==> config.mk <==
export PLATFORM = sky130hd
export DESIGN_NAME = tile_plotter
export DESIGN_NICKNAME = d
export VERILOG_FILES = /design/src/rtl/tile_plotter.sv
export SDC_FILE = /design/constraint.sdc
export NUM_CORES = 1
export LEC_CHECK = 0
export CORE_ASPECT_RATIO = 1.4
export CORE_MARGIN = 1.5
export CORE_UTILIZATION = 59
export DETAILED_ROUTE_END_ITERATION = 6
export DONT_BUFFER_PORTS = 1
export PLACE_DENSITY = 0.72
export SLEW_MARGIN = 0
export SYNTH_ARGS = -nofsm -noshare
export SYNTH_HDL_FRONTEND = slang
export SYNTH_SLANG_ARGS = --single-unit
==> constraint.sdc <==
create_clock -name clock -period 9.7 [get_ports clock]
set_input_delay 1.455 -clock clock [delete_from_list [all_inputs] [get_ports clock]]
set_output_delay 1.455 -clock clock [all_outputs]
set_load 0.03 [all_outputs]
==> src/rtl/tile_plotter.sv <==
// Streams one TILE x TILE Othello cell glyph (corner markers or a disk) one pixel per cycle.
// Optional macro TILE_PLOTTER_BG_FILL_EN: out-of-shape pixels are plotted in BG_COLOR instead of skipped.
module tile_plotter #(
  parameter int                 TILE        = 12,
  parameter int                 X_W         = 8,
  parameter int                 Y_W         = 7,
  parameter int                 COLOR_W     = 3,
  parameter logic [COLOR_W-1:0] BG_COLOR    = 3'b010,
  parameter logic [COLOR_W-1:0] MARK_COLOR  = 3'b100,
  parameter logic [COLOR_W-1:0] BLACK_COLOR = 3'b000,
  parameter logic [COLOR_W-1:0] WHITE_COLOR = 3'b111,
  parameter int                 DISK_R2     = 160
) (
  input  logic               clock,
  input  logic               resetn,
  input  logic               start,
  input  logic [X_W-1:0]     x_in,
  input  logic [Y_W-1:0]     y_in,
  input  logic [1:0]         select,
  input  logic               ready,
  output logic               busy,
  output logic               done,
  output logic               plot,
  output logic [X_W-1:0]     x_out,
  output logic [Y_W-1:0]     y_out,
  output logic [COLOR_W-1:0] color,
  output logic [1:0]         dbg_state_o
);

  localparam int CW = (TILE > 1) ? $clog2(TILE) : 1;
  localparam int AW = 2 * $clog2(TILE) + 3;
  localparam int SW = 2 * AW;
  localparam logic [CW-1:0] LAST = CW'(TILE - 1);

  typedef enum logic [1:0] {
    S_IDLE = 2'd0,
    S_DRAW = 2'd1,
    S_DONE = 2'd2
  } state_t;

  state_t             state_q;
  logic [X_W-1:0]     x_lat_q;
  logic [Y_W-1:0]     y_lat_q;
  logic [1:0]         sel_q;
  logic [CW-1:0]      dx_q, dy_q;
  logic               busy_q, done_q, plot_q;
  logic [X_W-1:0]     x_out_q;
  logic [Y_W-1:0]     y_out_q;
  logic [COLOR_W-1:0] color_q;

  logic [CW-1:0]      dx_d, dy_d;
  logic [X_W-1:0]     org_x;
  logic [Y_W-1:0]     org_y;
  logic [1:0]         nsel;
  logic signed [SW-1:0] a, b, r2;
  logic               corner, hit;
  logic [COLOR_W-1:0] shape_col;
  logic               plot_d;
  logic [X_W-1:0]     x_out_d;
  logic [Y_W-1:0]     y_out_d;
  logic [COLOR_W-1:0] color_d;
  logic               advance, last_px;

  // plot is the valid strobe; a plotted pixel is consumed on a cycle where plot && ready,
  // an unplotted pixel is consumed every cycle regardless of ready.
  assign advance = (state_q == S_DRAW) && (!plot_q || ready);
  assign last_px = (dx_q == LAST) && (dy_q == LAST);

  // Next pixel to present: (0,0) of a fresh request in IDLE, otherwise the row-major successor.
  always_comb begin
    dx_d  = '0;
    dy_d  = '0;
    org_x = x_in;
    org_y = y_in;
    nsel  = select;
    if (state_q != S_IDLE) begin
      org_x = x_lat_q;
      org_y = y_lat_q;
      nsel  = sel_q;
      if (dx_q == LAST) begin
        dx_d = '0;
        dy_d = dy_q + 1'b1;
      end else begin
        dx_d = dx_q + 1'b1;
        dy_d = dy_q;
      end
    end

    a  = $signed(SW'({dx_d, 1'b0})) - $signed(SW'(TILE - 1));
    b  = $signed(SW'({dy_d, 1'b0})) - $signed(SW'(TILE - 1));
    r2 = a * a + b * b;
    corner = ((dx_d == '0) || (dx_d == LAST)) && ((dy_d == '0) || (dy_d == LAST));

    if (nsel[1]) begin
      hit       = (r2 <= $signed(SW'(DISK_R2)));
      shape_col = nsel[0] ? WHITE_COLOR : BLACK_COLOR;
    end else begin
      hit       = corner;
      shape_col = nsel[0] ? MARK_COLOR : BG_COLOR;
    end

`ifdef TILE_PLOTTER_BG_FILL_EN
    plot_d = 1'b1;
`else
    plot_d = hit;
`endif
    color_d = hit ? shape_col : BG_COLOR;
    x_out_d = org_x + X_W'(dx_d);
    y_out_d = org_y + Y_W'(dy_d);
  end

  always_ff @(posedge clock) begin
    if (resetn) begin
      state_q <= S_IDLE;
      x_lat_q <= '0;
      y_lat_q <= '0;
      sel_q   <= '0;
      dx_q    <= '0;
      dy_q    <= '0;
      busy_q  <= 1'b0;
      done_q  <= 1'b0;
      plot_q  <= 1'b0;
      x_out_q <= '0;
      y_out_q <= '0;
      color_q <= '0;
    end else begin
      case (state_q)
        S_IDLE: begin
          done_q <= 1'b0;
          plot_q <= 1'b0;
          if (start) begin
            x_lat_q <= x_in;
            y_lat_q <= y_in;
            sel_q   <= select;
            dx_q    <= '0;
            dy_q    <= '0;
            busy_q  <= 1'b1;
            plot_q  <= plot_d;
            x_out_q <= x_out_d;
            y_out_q <= y_out_d;
            color_q <= color_d;
            state_q <= S_DRAW;
          end
        end
        S_DRAW: begin
          if (advance) begin
            if (last_px) begin
              busy_q  <= 1'b0;
              plot_q  <= 1'b0;
              done_q  <= 1'b1;
              state_q <= S_DONE;
            end else begin
              dx_q    <= dx_d;
              dy_q    <= dy_d;
              plot_q  <= plot_d;
              x_out_q <= x_out_d;
              y_out_q <= y_out_d;
              color_q <= color_d;
            end
          end
        end
        S_DONE: begin
          done_q  <= 1'b0;
          state_q <= S_IDLE;
        end
        default: begin
          busy_q  <= 1'b0;
          done_q  <= 1'b0;
          plot_q  <= 1'b0;
          state_q <= S_IDLE;
        end
      endcase
    end
  end

  assign busy        = busy_q;
  assign done        = done_q;
  assign plot        = plot_q;
  assign x_out       = x_out_q;
  assign y_out       = y_out_q;
  assign color       = color_q;
  assign dbg_state_o = state_q;

endmodule

== Word level (Yosys, flattened, before mapping) ==
Index checks and enable logic that the tools add are counted.

* Output and inout bits: 23
* Word-level logic and storage cells: 96
* Register bits after elaboration: 48
* Bits of input ports: 21

* Order comparisons: 1
* Mux-type cells: 43
* Eq/ne operators: 10
* Bitwise logic cells: 2
* Multiply operators: 2
* Reduce and logical (&&, ||, !) cells: 19
* $add $sub $neg: 7

{| class="wikitable"
|+ Operators by type and width
! operator !! number
|-
| $mux W4 || 9
|-
| $mux W8 || 4
|-
| $mux W7 || 4
|-
| $mul A6 B6 Y12 || 2
|-
| $mux W3 || 7
|-
| $eq A4 B4 Y1 const B || 4
|-
| $pmux W4 S2 || 2
|-
| $pmux W8 S2 || 1
|-
| $pmux W7 S2 || 1
|-
| $add A12 B12 Y13 || 1
|-
| $le A13 B9 Y1 const B || 1
|-
| $sub A5 B4 Y6 const B || 2
|-
| $add A4 B1 Y4 const B || 2
|-
| $add A8 B4 Y8 || 1
|-
| $logic_not A4 Y1 || 2
|-
| $mux W2 || 4
|-
| $ne A2 B2 Y1 const B || 4
|-
| $reduce_and A4 Y1 || 2
|-
| $add A7 B4 Y7 || 1
|-
| $mux W1 || 7
|-
| $pmux W1 S3 || 2
|-
| $pmux W3 S2 || 1
|-
| $reduce_and A2 Y1 || 3
|-
| $pmux W2 S2 || 1
|-
| 10 further kinds || 16
|}

== Logic depth before layout (Yosys ltp) ==
* Depth in word-level cells: 12
* Gate-level depth with buffers: 29
* Mapped depth without buffers: 28

== Worst setup path before layout ==
No wires, ideal clock.

* Path type: register to register
* Start: register state_q[1] (netlist: dbg_state_o[1])
* End: register color_q[0] (netlist: color[0])
* Cell stages (with the launch flop): 24
* Data required time: 9639 ps
* Buffers on the path: 1
* Clock period less this slack: 7021 ps
* Library setup time: 61 ps
* Data arrival time: 6960 ps
* Path slack: 2679 ps
* Path through: dfxtp_1 > nor2_1 > or2_2 > buf_2 > inv_1 > a21oi_1 > inv_1 > nor2_1 > inv_1 > fa_1 > inv_1 > fa_1 > fa_1 > fa_1 > fa_1 > ha_1 > fa_1 > a211oi_1 > o21bai_1 > a21oi_1 > xor2_1 > a31oi_1 > a211oi_2 > a32o_1

* Word-level cells in the longest chain between the ends: 11
* Elaborated cells between the ends (all ways): 33
* Those cells by class: add/sub (3); mul (2); order compare (1); eq/ne (6); mux (11); reduce/logical (10)

{| class="wikitable"
|+ Ends and longest elaborated chain
! element !! line !! text
|-
| from (decl) || 41 || <nowiki>state_t state_q;</nowiki>
|-
| from (signal assigned) || 114 || <nowiki>state_q <= S_IDLE;</nowiki>
|-
| from (signal assigned) || 142 || <nowiki>state_q <= S_DRAW;</nowiki>
|-
| from (signal assigned) || 151 || <nowiki>state_q <= S_DONE;</nowiki>
|-
| $reduce_bool A2 Y1 || 76 || <nowiki>if (state_q != S_IDLE) begin</nowiki>
|-
| $mux W4 || 76 ||
|-
| $sub A5 B4 Y6 (on tied branches) || 89, 90 ||
|-
| $mul A6 B6 Y12 || 91 || <nowiki>r2 = a * a + b * b;</nowiki>
|-
| $add A12 B12 Y13 || 91 ||
|-
| $le A13 B9 Y1 || 95 || <nowiki>hit = (r2 <= $signed(SW'(DISK_R2)));</nowiki>
|-
| $mux W1 || 94 || <nowiki>if (nsel[1]) begin</nowiki>
|-
| $mux W3 || 107 || <nowiki>color_d = hit ? shape_col : BG_COLOR;</nowiki>
|-
| $mux W3 || 147 || <nowiki>if (last_px) begin</nowiki>
|-
| $mux W3 || 146 || <nowiki>if (advance) begin</nowiki>
|-
| $pmux W3 S2 || 127 || <nowiki>case (state_q)</nowiki>
|-
| to (signal assigned) || 141 || <nowiki>color_q <= color_d;</nowiki>
|-
| to (signal assigned) || 158 || <nowiki>color_q <= color_d;</nowiki>
|-
| to (decl) || 49 || <nowiki>logic [COLOR_W-1:0] color_q;</nowiki>
|}

Parallel ways exist; a longest one is shown, timed or not. The select of a mux whose other input is x is not followed.
A chain may end at the register's enable or synchronous reset.

== Worst setup path in the final report ==
Ends and elaborated chain as after synthesis.

==> run_results.csv <==
group,metric,value,unit
synth,syn-num-nets,695,
sta,hold_viol_final,0,
sta,fmaxAchievable,0.130,GHz
critical_path,reg2reg_from,"dbg_state_o[1]$_SDFFE_PP0P_",
routing,first_pass_iters,4,
sta,period_minus_slack,7710,ps
critical_path,reg2regPathDepth,27,
critical_path,worstPathMaxFanout,24,
critical_path,r2r_end,"color[0]$_SDFFE_PP0P_",
sta,rsz0062_at_grt,"no",
min_path,min_path_cells,2,
global_route,grt-ovfl-total,0,
floorplanning,core,8150,µm²
critical_path,reg2reg_slack,1990,ps
critical_path,crit_type,"reg -> reg",
place,gp_congestion,0.892,
sta,setup_viol_count_final,0,
synth,netlist_area,4960,µm²
sta,setup_tns,0,ps
routing,first_iter_violations,158,
place,dpl.hpwl,8570,µm
clock_tree,clk_latency,290,ps
clock_tree,holdBufCountCts,0,
synth,synth_cell_types,41,
routing,antenna_left,0,
layout,drive_above_1_share,5.46,%
global_route,grt_pass1_wl,17700,µm
layout,areaGrowthSynthToFinish,4.44,%
clock_tree,cts_max_path_buffers,2,
critical_path,startpoint_type,"register",
synth,async_flop_share,0,%
global_route,grt_max_degree,48,
clock_tree,cts_buffers,5,
synth,synth-seq-cells,48,
layout,antenna_cells,0,
power,power_density,157,nW/µm²
global_route,grtUsageTotal,25.4,%
min_path,hp-class,"reg -> reg",
sta,period_share,79.5,%
floorplanning,io_pins,44,
clock_tree,cts.sinks,48,
routing,via_per_inst,5.68,
status,status,"completed",
flow_run,drv_cap,0,
floorplanning,die_h,111,µm
routing,vias,3697,
floorplanning,start_util,60.8,%
sta,hold_slack,450,ps
critical_path,arrival,7940,ps
synth,synth_edf_count,0,
global_route,antenna_found_initial,0,
power,vdd_drop_max,0.000184,V
routing,wl_per_cell,16.2,µm
floorplanning,num_rows,39,
clock_tree,cts_root_buf,"clkbuf_16",
clock_tree,tritoncts,"built",
global_route,grt_pass1_vias,3932,
power,total_leakage_power,2.53,nW
layout,nets,686,
critical_path,cp-end-kind,"register",
place,portBuffers,0,
synth,ys.flop_type,"dfxtp_1",
clock_tree,post_cts_buffers,0,
sta,skew,5.78,ps
sta,final_max_slew_viol_count,0,
routing,drt-total-wl,10600,µm
clock_tree,h-tree-depth,2,
critical_path,cp.required,9930,ps
synth,yosys_warnings,0,
routing,drc,0,
sta,tightest_slew,1080,ps
floorplanning,dieArea,8970,µm²
floorplanning,die_w,80.5,µm
synth,ys_seq_area_share,19.4,%
clock_tree,cts_resized,0,
min_path,worstHoldEndpoint,"y_lat_q[2]$_SDFFE_PP0P_",
min_path,min_from,"y_lat_q[2]$_SDFFE_PP0P_",
synth,postSynthAreaPerCell,8.88,µm²
clock_tree,path_clk_slew,60,ps
synth,synthesis.instances,558,
sta,slew_headroom,28.0,%
-- per-layer routing --
layer  GRT usage, %  wire [µm]
met1           26.5       3900
met2           49.6       5990
met3           3.28        386
met4           9.54        283
met5              0          0
-- stage by stage --
stage	util [%]	power (W)	instances	setup slack [ps]	instance area, µm²
floorplan	-	0.000558	558	2680	4960
CTS	63.5	0.000819	651	2000	5180
global route	63.5	0.000880	651	1450	5180
global placement	61.7	0.000628	644	2190	5030
detailed placement	61.7	0.000643	644	2010	5030
finish	63.5	0.000815	651	1990	5180
-- final cells by class --
type | instances | area (µm²)
sequential | 48 | 961
fill | 705 | 2970
clock inverter | 1 | 8.76
timing repair buffer | 2 | 15.0
inverter | 76 | 285
tap | 102 | 128
multi-input combinational | 416 | 3640
clock buffer | 6 | 139
-- worst max path at each step --
stage | end | cells after the start | slack (ps) | from
floorplan | color[0]$_SDFFE_PP0P_ | 23 | 2680 | dbg_state_o[1]$_SDFFE_PP0P_
global placement | color[0]$_SDFFE_PP0P_ | 23 | 2190 | dbg_state_o[1]$_SDFFE_PP0P_
detailed placement | color[0]$_SDFFE_PP0P_ | 23 | 2010 | dbg_state_o[1]$_SDFFE_PP0P_
CTS | color[0]$_SDFFE_PP0P_ | 23 | 2000 | dbg_state_o[1]$_SDFFE_PP0P_
global route | color[0]$_SDFFE_PP0P_ | 23 | 1450 | dbg_state_o[1]$_SDFFE_PP0P_
finish | color[0]$_SDFFE_PP0P_ | 27 | 1990 | dbg_state_o[1]$_SDFFE_PP0P_
-- placed cells by master, fill, tap and decap left out, types with 7 or more instances in the layout --
master	Yosys	layout
a211oi_1	7	7
a21o_1	11	11
a21oi_1	54	54
dfxtp_1	48	48
fa_1	54	54
ha_1	62	62
inv_1	76	76
mux2_2	10	10
mux2i_1	9	9
nand2_1	73	73
nand3_1	9	9
nor2_1	31	30
nor3_1	8	8
o21ai_0	10	10
xnor2_1	28	28
xor2_1	7	7
-- worst max-delay path, stage by stage, from the launching register on --
cell and delay [ps]:
dfxtp_1 630, nor2_2 70, buf_4 260, or2_2 440, inv_1 260, ha_1 220, xnor2_1 250, inv_1 150
nor2_1 200, fa_1 460, xor2_1 190, xnor2_1 160, fa_1 540, inv_1 50, fa_1 520, inv_1 50
fa_1 550, inv_1 60, fa_1 480, ha_1 260, fa_1 440, a211oi_1 220, o21bai_1 100, a21oi_1 170
xor2_1 170, a31oi_1 120, a211oi_2 370, a32o_1 220
-- flip-flops by register name, indices dropped and copies added, names as in the netlist --
name,cells
y_lat_q,7
dx_q,4
color,3
plot,1
y_out,7
x_out,8
busy,1
sel_q,2
done,1
x_lat_q,8
dy_q,4
dbg_state_o,2
-- power by group --
part / total (W) / internal [W] / leakage, nW / switching, W
Combinational: 0.000398 / 0.000179 / 2.06 / 0.000219
Sequential: 0.000243 / 0.000212 / 0.393 / 0.0000308
Clock: 0.000174 / 0.000102 / 0.0729 / 0.0000721
-- cells in the mapped netlist, types with 8 or more instances --
cell type   n  area, µm²
dfxtp_1    48        961
fa_1       54       1080
ha_1       62        776
o21ai_0    10       50.1
mux2i_1     9       90.1
xnor2_1    28        245
nand2_1    73        274
nand3_1     9       45.0
a21oi_1    54        270
a21o_1     11       82.6
inv_1      76        285
clkbuf_1   13       48.8
nor3_1      8       40.0
mux2_2     10        113
nor2_1     31        116
-- logic make-up after synthesis --
logic type | count (synthesis) | share of synthesized area (%)
adder cells (fa/ha/maj) | 116 | 37.5
multiplexers | 20 | 4.39
AND/OR/NAND/NOR | 147 | 13.4
buffers and inverters | 94 | 7.22
XOR/XNOR | 35 | 6.19
flip-flops | 48 | 19.4
AO/OA/AOI/OAI | 98 | 12.0
(Power assumes the default switching activity.)
